[src/rtl/qoa_pkg.sv]
// qoa_pkg: shared constants, types and helpers for the QOA sample decoder.
//   - SfTab / dq_mag : scalefactor table and dequantised magnitude ROM (16 x 4)
//   - Op*            : SPI command opcodes
//   - SampleW/AccW   : sample and MAC accumulator widths
//   - spi_state_e    : command FSM states; lms_state_e: LMS sequencer states
// Optional build macro QOA_STATE_READBACK_EN enables the READ (0x30) command.
package qoa_pkg;

  localparam int unsigned SampleW       = 16;
  localparam int unsigned AccW          = 34;
  localparam int unsigned PredShift     = 13;
  // Slowest clk/SCLK ratio the front end is designed to keep up with.
  localparam int unsigned ClkPerSclkMin = 16;

  localparam logic [7:0] OpLoad   = 8'h10;
  localparam logic [7:0] OpDecode = 8'h20;
  localparam logic [7:0] OpRead   = 8'h30;

  localparam logic [15:0] SfTab [16] = '{
    16'd1,    16'd7,    16'd21,   16'd45,   16'd84,   16'd138,  16'd211,  16'd304,
    16'd421,  16'd562,  16'd731,  16'd928,  16'd1157, 16'd1419, 16'd1715, 16'd2048
  };

  typedef enum logic [2:0] {
    StIdle, StCmd, StLoad, StDecArg, StCompute, StResp, StIgnore, StRead
  } spi_state_e;

  typedef enum logic [1:0] {LmsIdle, LmsMac, LmsFinish} lms_state_e;

  // Round-half-up of SfTab[sf] * {0.75, 2.5, 4.5, 7}[msel]; constant ROM once synthesised.
  function automatic logic [15:0] dq_mag(input logic [3:0] sf, input logic [1:0] msel);
    logic [15:0] s;
    s = SfTab[sf];
    case (msel)
      2'd0:    dq_mag = (s * 16'd3 + 16'd2) >> 2;
      2'd1:    dq_mag = (s * 16'd5 + 16'd1) >> 1;
      2'd2:    dq_mag = (s * 16'd9 + 16'd1) >> 1;
      default: dq_mag = s * 16'd7;
    endcase
  endfunction

endpackage

[src/rtl/qoa_lms.sv]
// qoa_lms: QOA LMS predictor core.
//   Holds history h[0..3] and weights w[0..3]; on start_i dequantises (sf_i, r_i),
//   runs a 4-cycle MAC on one shared 16x16 multiplier, clamps to int16, updates
//   weights, shifts history and pulses done_o with sample_o valid.
//   load_en_i/load_idx_i/load_data_i write one state word (idx 0-3 = h, 4-7 = w).
//   With QOA_STATE_READBACK_EN, rd_idx_i/rd_data_o read a state word back.
module qoa_lms
  import qoa_pkg::*;
(
  input  logic        clk_i,
  input  logic        rst_i,
  input  logic        start_i,
  input  logic [3:0]  sf_i,
  input  logic [2:0]  r_i,
  input  logic        load_en_i,
  input  logic [2:0]  load_idx_i,
  input  logic [15:0] load_data_i,
`ifdef QOA_STATE_READBACK_EN
  input  logic [2:0]  rd_idx_i,
  output logic [15:0] rd_data_o,
`endif
  output logic        done_o,
  output logic [15:0] sample_o
);

  localparam logic signed [AccW-1:0] ClampHi = AccW'(32767);
  localparam logic signed [AccW-1:0] ClampLo = AccW'(-32768);

  lms_state_e                state_q;
  logic [1:0]                mac_idx_q;
  logic signed [AccW-1:0]    acc_q;
  logic signed [SampleW-1:0] dq_q;
  logic signed [SampleW-1:0] hist_q [4];
  logic signed [SampleW-1:0] wgt_q  [4];
  logic [SampleW-1:0]        sample_q;
  logic                      done_q;

  logic [15:0]               mag;
  logic signed [31:0]        prod;
  logic signed [AccW-1:0]    prod_ext;
  logic signed [AccW-1:0]    pred;
  logic signed [AccW-1:0]    pred_sum;
  logic signed [SampleW-1:0] delta;
  logic signed [SampleW-1:0] sample_clamped;

  always_comb begin
    mag      = dq_mag(sf_i, r_i[2:1]);
    prod     = 32'(hist_q[mac_idx_q]) * 32'(wgt_q[mac_idx_q]);
    prod_ext = AccW'(prod);
    pred     = acc_q >>> PredShift;
    pred_sum = pred + AccW'(dq_q);
    delta    = dq_q >>> 4;
    if (pred_sum > ClampHi) begin
      sample_clamped = 16'sh7fff;
    end else if (pred_sum < ClampLo) begin
      sample_clamped = 16'sh8000;
    end else begin
      sample_clamped = pred_sum[SampleW-1:0];
    end
  end

  always_ff @(posedge clk_i) begin
    if (rst_i) begin
      state_q   <= LmsIdle;
      mac_idx_q <= '0;
      acc_q     <= '0;
      dq_q      <= '0;
      sample_q  <= '0;
      done_q    <= 1'b0;
      for (int i = 0; i < 4; i++) begin
        hist_q[i] <= '0;
        wgt_q[i]  <= '0;
      end
    end else begin
      done_q <= 1'b0;
      if (load_en_i) begin
        if (load_idx_i[2]) wgt_q[load_idx_i[1:0]]  <= load_data_i;
        else               hist_q[load_idx_i[1:0]] <= load_data_i;
      end
      case (state_q)
        LmsIdle: begin
          if (start_i) begin
            // Odd residual code selects the negative magnitude.
            dq_q      <= r_i[0] ? -mag : mag;
            acc_q     <= '0;
            mac_idx_q <= '0;
            state_q   <= LmsMac;
          end
        end
        LmsMac: begin
          acc_q     <= acc_q + prod_ext;
          mac_idx_q <= mac_idx_q + 2'd1;
          if (mac_idx_q == 2'd3) state_q <= LmsFinish;
        end
        LmsFinish: begin
          // Weight update uses the history before the shift.
          for (int i = 0; i < 4; i++) begin
            wgt_q[i] <= hist_q[i][SampleW-1] ? wgt_q[i] - delta : wgt_q[i] + delta;
          end
          for (int i = 0; i < 3; i++) begin
            hist_q[i] <= hist_q[i+1];
          end
          hist_q[3] <= sample_clamped;
          sample_q  <= sample_clamped;
          done_q    <= 1'b1;
          state_q   <= LmsIdle;
        end
        default: state_q <= LmsIdle;
      endcase
    end
  end

`ifdef QOA_STATE_READBACK_EN
  assign rd_data_o = rd_idx_i[2] ? wgt_q[rd_idx_i[1:0]] : hist_q[rd_idx_i[1:0]];
`endif
  assign done_o   = done_q;
  assign sample_o = sample_q;

endmodule

[src/rtl/qoa_decode.sv]
// qoa_decode: Tiny Tapeout top for an SPI-attached QOA sample decoder.
//   clk, rst      : system clock, synchronous active-high reset
//   ena, ui_in    : unused
//   uo_out        : last decoded sample[15:8]
//   uio_in        : [0]=CS_N, [1]=MOSI, [3]=SCLK (SPI mode 0, MSB first)
//   uio_out       : [2]=MISO, other bits 0
//   uio_oe        : constant 8'b0000_0100
// Commands: 0x10 LOAD (16 bytes h0..h3,w0..w3 big-endian), 0x20 DECODE (one arg byte,
// then 16 bits of sample). Build macro QOA_STATE_READBACK_EN adds 0x30 READ.
module qoa_decode
  import qoa_pkg::*;
(
  input  logic       clk,
  input  logic       rst,
  input  logic       ena,
  input  logic [7:0] ui_in,
  output logic [7:0] uo_out,
  input  logic [7:0] uio_in,
  output logic [7:0] uio_out,
  output logic [7:0] uio_oe
);

  logic [1:0]  cs_sync_q, mosi_sync_q, sclk_sync_q;
  logic        sclk_prev_q;
  logic        cs_n, mosi, sclk, sclk_rise, sclk_fall;

  spi_state_e  state_q;
  logic [2:0]  bit_cnt_q;
  logic [7:0]  rx_sr_q;
  logic [3:0]  lb_cnt_q;
  logic [7:0]  load_hi_q;
  logic [15:0] tx_sr_q;
  logic [3:0]  tx_cnt_q;
  logic        tx_armed_q;

  logic [7:0]  rx_byte;
  logic        byte_done;
  logic        lms_start, load_en, lms_done;
  logic [15:0] lms_sample;
  logic [15:0] tx_next;

`ifdef QOA_STATE_READBACK_EN
  logic [2:0]  word_idx_q;
  logic [3:0]  word_nxt;
  logic [2:0]  rd_idx;
  logic [15:0] rd_data;
`endif

  logic unused_inputs;
  assign unused_inputs = ^{ena, ui_in, uio_in[7:4], uio_in[2]};

  assign cs_n      = cs_sync_q[1];
  assign mosi      = mosi_sync_q[1];
  assign sclk      = sclk_sync_q[1];
  assign sclk_rise = sclk & ~sclk_prev_q;
  assign sclk_fall = ~sclk & sclk_prev_q;

  always_ff @(posedge clk) begin
    if (rst) begin
      cs_sync_q   <= 2'b11;
      mosi_sync_q <= 2'b00;
      sclk_sync_q <= 2'b00;
      sclk_prev_q <= 1'b0;
    end else begin
      cs_sync_q   <= {cs_sync_q[0], uio_in[0]};
      mosi_sync_q <= {mosi_sync_q[0], uio_in[1]};
      sclk_sync_q <= {sclk_sync_q[0], uio_in[3]};
      sclk_prev_q <= sclk;
    end
  end

  assign rx_byte   = {rx_sr_q[6:0], mosi};
  assign byte_done = sclk_rise && (bit_cnt_q == 3'd7);
  assign lms_start = !cs_n && byte_done && (state_q == StDecArg);
  // Odd LOAD byte completes a word together with the held high byte.
  assign load_en   = !cs_n && byte_done && (state_q == StLoad) && lb_cnt_q[0];

`ifdef QOA_STATE_READBACK_EN
  assign word_nxt = {1'b0, word_idx_q} + 4'd1;
  assign rd_idx   = (state_q == StCmd) ? 3'd0 : word_nxt[2:0];
`endif

  // Word shifted out after the current one completes; zeros once nothing is left.
  always_comb begin
    tx_next = '0;
`ifdef QOA_STATE_READBACK_EN
    if (state_q == StRead && !word_nxt[3]) tx_next = rd_data;
`endif
  end

  always_ff @(posedge clk) begin
    if (rst || cs_n) begin
      state_q    <= StIdle;
      bit_cnt_q  <= '0;
      lb_cnt_q   <= '0;
      tx_sr_q    <= '0;
      tx_cnt_q   <= '0;
      tx_armed_q <= 1'b0;
      if (rst) begin
        rx_sr_q   <= '0;
        load_hi_q <= '0;
      end
`ifdef QOA_STATE_READBACK_EN
      word_idx_q <= '0;
`endif
    end else begin
      if (sclk_rise) begin
        rx_sr_q   <= rx_byte;
        bit_cnt_q <= bit_cnt_q + 3'd1;
      end
      case (state_q)
        StIdle: state_q <= StCmd;
        StCmd: begin
          if (byte_done) begin
            if (rx_byte == OpLoad) begin
              lb_cnt_q <= '0;
              state_q  <= StLoad;
            end else if (rx_byte == OpDecode) begin
              state_q <= StDecArg;
`ifdef QOA_STATE_READBACK_EN
            end else if (rx_byte == OpRead) begin
              tx_sr_q    <= rd_data;
              tx_cnt_q   <= '0;
              tx_armed_q <= 1'b0;
              word_idx_q <= '0;
              state_q    <= StRead;
`endif
            end else begin
              state_q <= StIgnore;
            end
          end
        end
        StLoad: begin
          if (byte_done) begin
            if (!lb_cnt_q[0]) load_hi_q <= rx_byte;
            lb_cnt_q <= lb_cnt_q + 4'd1;
            if (lb_cnt_q == 4'd15) state_q <= StIgnore;
          end
        end
        StDecArg: if (byte_done) state_q <= StCompute;
        StCompute: begin
          if (lms_done) begin
            tx_sr_q    <= lms_sample;
            tx_cnt_q   <= '0;
            tx_armed_q <= 1'b0;
            state_q    <= StResp;
          end
        end
        StResp, StRead: begin
          // The fall that ends the previous byte must not shift: wait for a rise first.
          if (sclk_rise) begin
            tx_cnt_q   <= tx_cnt_q + 4'd1;
            tx_armed_q <= 1'b1;
          end else if (sclk_fall && tx_armed_q) begin
            if (tx_cnt_q == 4'd0) begin
              tx_sr_q <= tx_next;
`ifdef QOA_STATE_READBACK_EN
              if (!word_nxt[3]) word_idx_q <= word_nxt[2:0];
`endif
            end else begin
              tx_sr_q <= {tx_sr_q[14:0], 1'b0};
            end
          end
        end
        default: ;
      endcase
    end
  end

  qoa_lms u_lms (
    .clk_i       (clk),
    .rst_i       (rst),
    .start_i     (lms_start),
    .sf_i        (rx_byte[3:0]),
    .r_i         (rx_byte[6:4]),
    .load_en_i   (load_en),
    .load_idx_i  (lb_cnt_q[3:1]),
    .load_data_i ({load_hi_q, rx_byte}),
`ifdef QOA_STATE_READBACK_EN
    .rd_idx_i    (rd_idx),
    .rd_data_o   (rd_data),
`endif
    .done_o      (lms_done),
    .sample_o    (lms_sample)
  );

  assign uo_out  = lms_sample[15:8];
  assign uio_out = {5'b00000, tx_sr_q[15], 2'b00};
  assign uio_oe  = 8'b0000_0100;

endmodule

[config.mk]
export PLATFORM = sky130hd
export DESIGN_NAME = qoa_decode
export DESIGN_NICKNAME = d
export VERILOG_FILES = /design/src/rtl/qoa_pkg.sv /design/src/rtl/qoa_lms.sv /design/src/rtl/qoa_decode.sv
export SDC_FILE = /design/constraint.sdc
export NUM_CORES = 2
export LEC_CHECK = 0
export CORE_AREA = 3 3 249 251
export CTS_BUF_LIST = sky130_fd_sc_hd__clkbuf_16
export CTS_CLUSTER_SIZE = 16
export DETAILED_ROUTE_END_ITERATION = 12
export DIE_AREA = 0 0 252 254
export PLACE_DENSITY = 0.65
export SYNTH_ARGS = -nofsm -noshare
export SYNTH_HDL_FRONTEND = slang
export SYNTH_HIERARCHICAL = 1
export SYNTH_SLANG_ARGS = --single-unit
[constraint.sdc]
create_clock -name clk -period 22.5 [get_ports clk]
set_input_delay 5.625 -clock clk [delete_from_list [all_inputs] [get_ports clk]]
set_output_delay 5.625 -clock clk [all_outputs]
set_load 0.01 [all_outputs]
==> results.sh <==
export IMPL_synthCells=3288
export IMPL_hold_viol=0
export IMPL_rsz0062_at_grt="false"
export IMPL_route_detailed_drc=0
export IMPL_root_buffer="clkbuf_16"
export IMPL_crit_top_cell="buf_4"
export IMPL_numCtsBuffers=30
export IMPL_synth_seq_area_share=0.218
export IMPL_die_w_um=252
export IMPL_fin_area_sq_um=31600
export IMPL_drive_above_1_share=0.0548
export IMPL_layout_commonest_cell="inv_1"
export IMPL_hp_class="flop to flop"
export IMPL_ys_seq_elements=254
export IMPL_hpwl_um=62500
export IMPL_drt_initial_drc_count=1588
export IMPL_worst_pin_slew_ps=1280
export IMPL_crit_type="input pin to flop"
export IMPL_gp_congestion=0.946
export IMPL_grt_pass1_vias=24300
export IMPL_yosys_top_cells_area="fa_1, edfxtp_1, ha_1"
export IMPL_min_period_ps=8630
export IMPL_syn_area_sq_um=29800
export IMPL_status="completed"
export IMPL_core_area_sq_um=60100
export IMPL_start_kind="input pin"
export IMPL_yosysTopAreaCellShare=0.216
export IMPL_clock_sinks=254
export IMPL_slowest_delay_ps=1060
export IMPL_ys_warn_count=6
export IMPL_ios=43
export IMPL_rows=90
export IMPL_insertion_delay_ps=620
export IMPL_rrSetupSlack_ps=13910
export IMPL_crit_chain="buf_2 > buf_4 > a21oi_2 > buf_4 > nand2_1 > nor3_2 > nand2b_1"
export IMPL_multi_input_area_sq_um=21100
export IMPL_area_growth_pct=5.89
export IMPL_worst_path_max_fanout=70
export IMPL_synth_top_area_cell="fa_1"
export IMPL_cts_htree_levels=1
export IMPL_async_reset_ff_frac=0
export IMPL_routedWlPerCell_um=20.3
export IMPL_cts_tree="yes"
export IMPL_hold_end="cs_sync_q[1]$_SDFF_PP1_"
export IMPL_overflow=0
export IMPL_vias=23500
export IMPL_post_cts_resized=0
export IMPL_min_delay_start="cs_sync_q[0]$_SDFF_PP1_"
export IMPL_synth_edf_count=143
export IMPL_start_util=0.496
export IMPL_finClkSkew_ps=47.6
export IMPL_worstPathRequired_ps=22700
export IMPL_fill_cells=5542
export IMPL_hold_ws_ps=409
export IMPL_reg2reg_depth=26
export IMPL_power_total_uw=1870
export IMPL_synth_cell_types=87
export IMPL_powerDensity_nw_per_um2=59.2
export IMPL_path_clk_slew_ps=60
export IMPL_cts_max_path_buffers=3
export IMPL_port_buffers=13
export IMPL_cts_setup_buffers=0
export IMPL_final_cell_mix="inv_1, nand2_1, fa_1"
export IMPL_avgSynthCellArea_sq_um=9.07
export IMPL_viasPerCell=5.83
export IMPL_totalWireLength_um=81900
export IMPL_finalMaxSlewViolations=0
export IMPL_grt_max_degree=71
export IMPL_drtPass1Iterations=5
export IMPL_synth_top_flop_cell="edfxtp_1"
export IMPL_grt_antenna_before_repair=1
export IMPL_ir_drop_mv=0.0577
export IMPL_finalCritPeriodShare=0.384
export IMPL_leakagePower_uw=0.0143
export IMPL_crit_arrival_ps=8840
export IMPL_critPathCaptureType="flop"
export IMPL_slew_headroom=0.142
export IMPL_grt_pass1_wl_um=132000
export IMPL_fin_util=0.525
export IMPL_num_nets_final=3832
export IMPL_hold_path_cell_count=1
export IMPL_setup_viol=0
export IMPL_die_h_um=254
export IMPL_dieArea_sq_um=64000
export IMPL_grt_util_all_layers=0.261
export IMPL_max_freq_ghz=0.116
export IMPL_dpl_cell_area_sq_um=30600
export IMPL_seqCellArea_sq_um=6520
export IMPL_final_setup_tns_ps=0
export IMPL_r2r_end="u_lms/acc_q[30]$_SDFFE_PP0P_"
export IMPL_cts_hold_buf=0
export IMPL_drv_cap=0
export IMPL_ant_nets=0
export IMPL_crit_slowest_cell="nor3_2"
==> synth_stat cells (8+ instances only) <==
master / n
or3_1: 16
a211oi_1: 23
nor2b_1: 68
nand3_1: 63
o31ai_1: 19
o21a_1: 28
o211ai_1: 9
a21boi_0: 13
mux2i_1: 24
nand2_1: 372
dfxtp_1: 111
nor3b_1: 8
clkbuf_2: 10
xnor2_1: 129
a22oi_1: 27
xor2_1: 53
and3_1: 10
inv_1: 430
or2_2: 13
a21oi_1: 153
a31oi_1: 18
buf_1: 13
o21bai_1: 18
buf_4: 17
a22o_1: 55
ha_1: 268
nand4_1: 9
nor2_1: 244
mux4_2: 22
mux2_2: 17
edfxtp_1: 143
nor3_1: 35
a21o_1: 38
o21ai_0: 151
o21ai_1: 26
and2_1: 43
a211o_1: 10
fa_1: 322
nand2b_1: 36
clkbuf_1: 112
==> routing by layer <==
metal | track usage | part of all wire | vias to the layer above
li1 | - | - | 10900
met1 | 0.351 | 0.43 | 11700
met2 | 0.436 | 0.47 | 775
met3 | 0.0358 | 0.067 | 168
met4 | 0.0915 | 0.039 | 0
met5 | 0 | 0 | -
==> cell families (layout without fill, tap and decap cells) <==
group                      Yosys count  count (layout)  share of synthesized area
and+or+nand+nor                    957             957                      0.149
AOI/OAI and AO/OA                  647             647                      0.141
buffers and inverters              593             539                     0.0784
adders and majority gates          590             590                      0.329
DFF                                254             254                      0.218
xor gates and xnor gates           182             182                     0.0534
muxes                               63              63                     0.0311
other                                2              18                   0.000252
==> registers in the layout (all words and copies together) (netlist names), 3 cells and up, named ones only <==
register	flops
u_lms/acc_q	34
bit_cnt_q	3
lb_cnt_q	4
tx_cnt_q	4
u_lms/wgt_q	64
u_lms/sample_o	16
rx_sr_q	7
u_lms/hist_q	64
load_hi_q	8
u_lms/dq_q	16
tx_sr_q	16
state_q	3
==> layout make-up <==
class / instances / share of cell area
Multi-Input combinational cell: 2454 / 0.667
Tap cell: 782 / 0.0310
Sequential cell: 254 / 0.206
Antenna cell: 3 / 0.000238
Clock inverter: 25 / 0.00661
Inverter: 432 / 0.0513
Clock buffer: 31 / 0.0246
Timing Repair Buffer: 51 / 0.0130
==> worst max-delay path by stage <==
stage,cells past startpoint,from,endpoint
floorplan,3,rst,u_lms/hist_q[3][0]$_DFFE_PP_
global placement,7,rst,u_lms/wgt_q[2][15]$_DFFE_PP_
detailed placement,7,rst,u_lms/wgt_q[2][15]$_DFFE_PP_
CTS,7,rst,u_lms/wgt_q[2][15]$_DFFE_PP_
global route,25,flop,u_lms/acc_q[33]$_SDFFE_PP0P_
finish,7,rst,u_lms/wgt_q[2][15]$_DFFE_PP_
==> critical path, delay by kind of cell <==
family / cells / cell delay [ps]
and+or+nand+nor: 3 / 2130
buffers and inverters: 3 / 750
AOI/OAI and AO/OA: 1 / 230
==> power breakdown <==
part	total (uW)	switching [uW]	internal, uW
sequential	512	13.2	499
clock	496	221	275
combinational	862	499	363
total	1870	733	1140
==> stage by stage <==
stage	worst slack, ps	std cells
after floorplan	14740	3301
after global placement	13380	3973
after detailed placement	13330	3973
after CTS	13940	4029
after global routing	13550	4029
final	13870	4032
(Power assumes the default switching activity.)
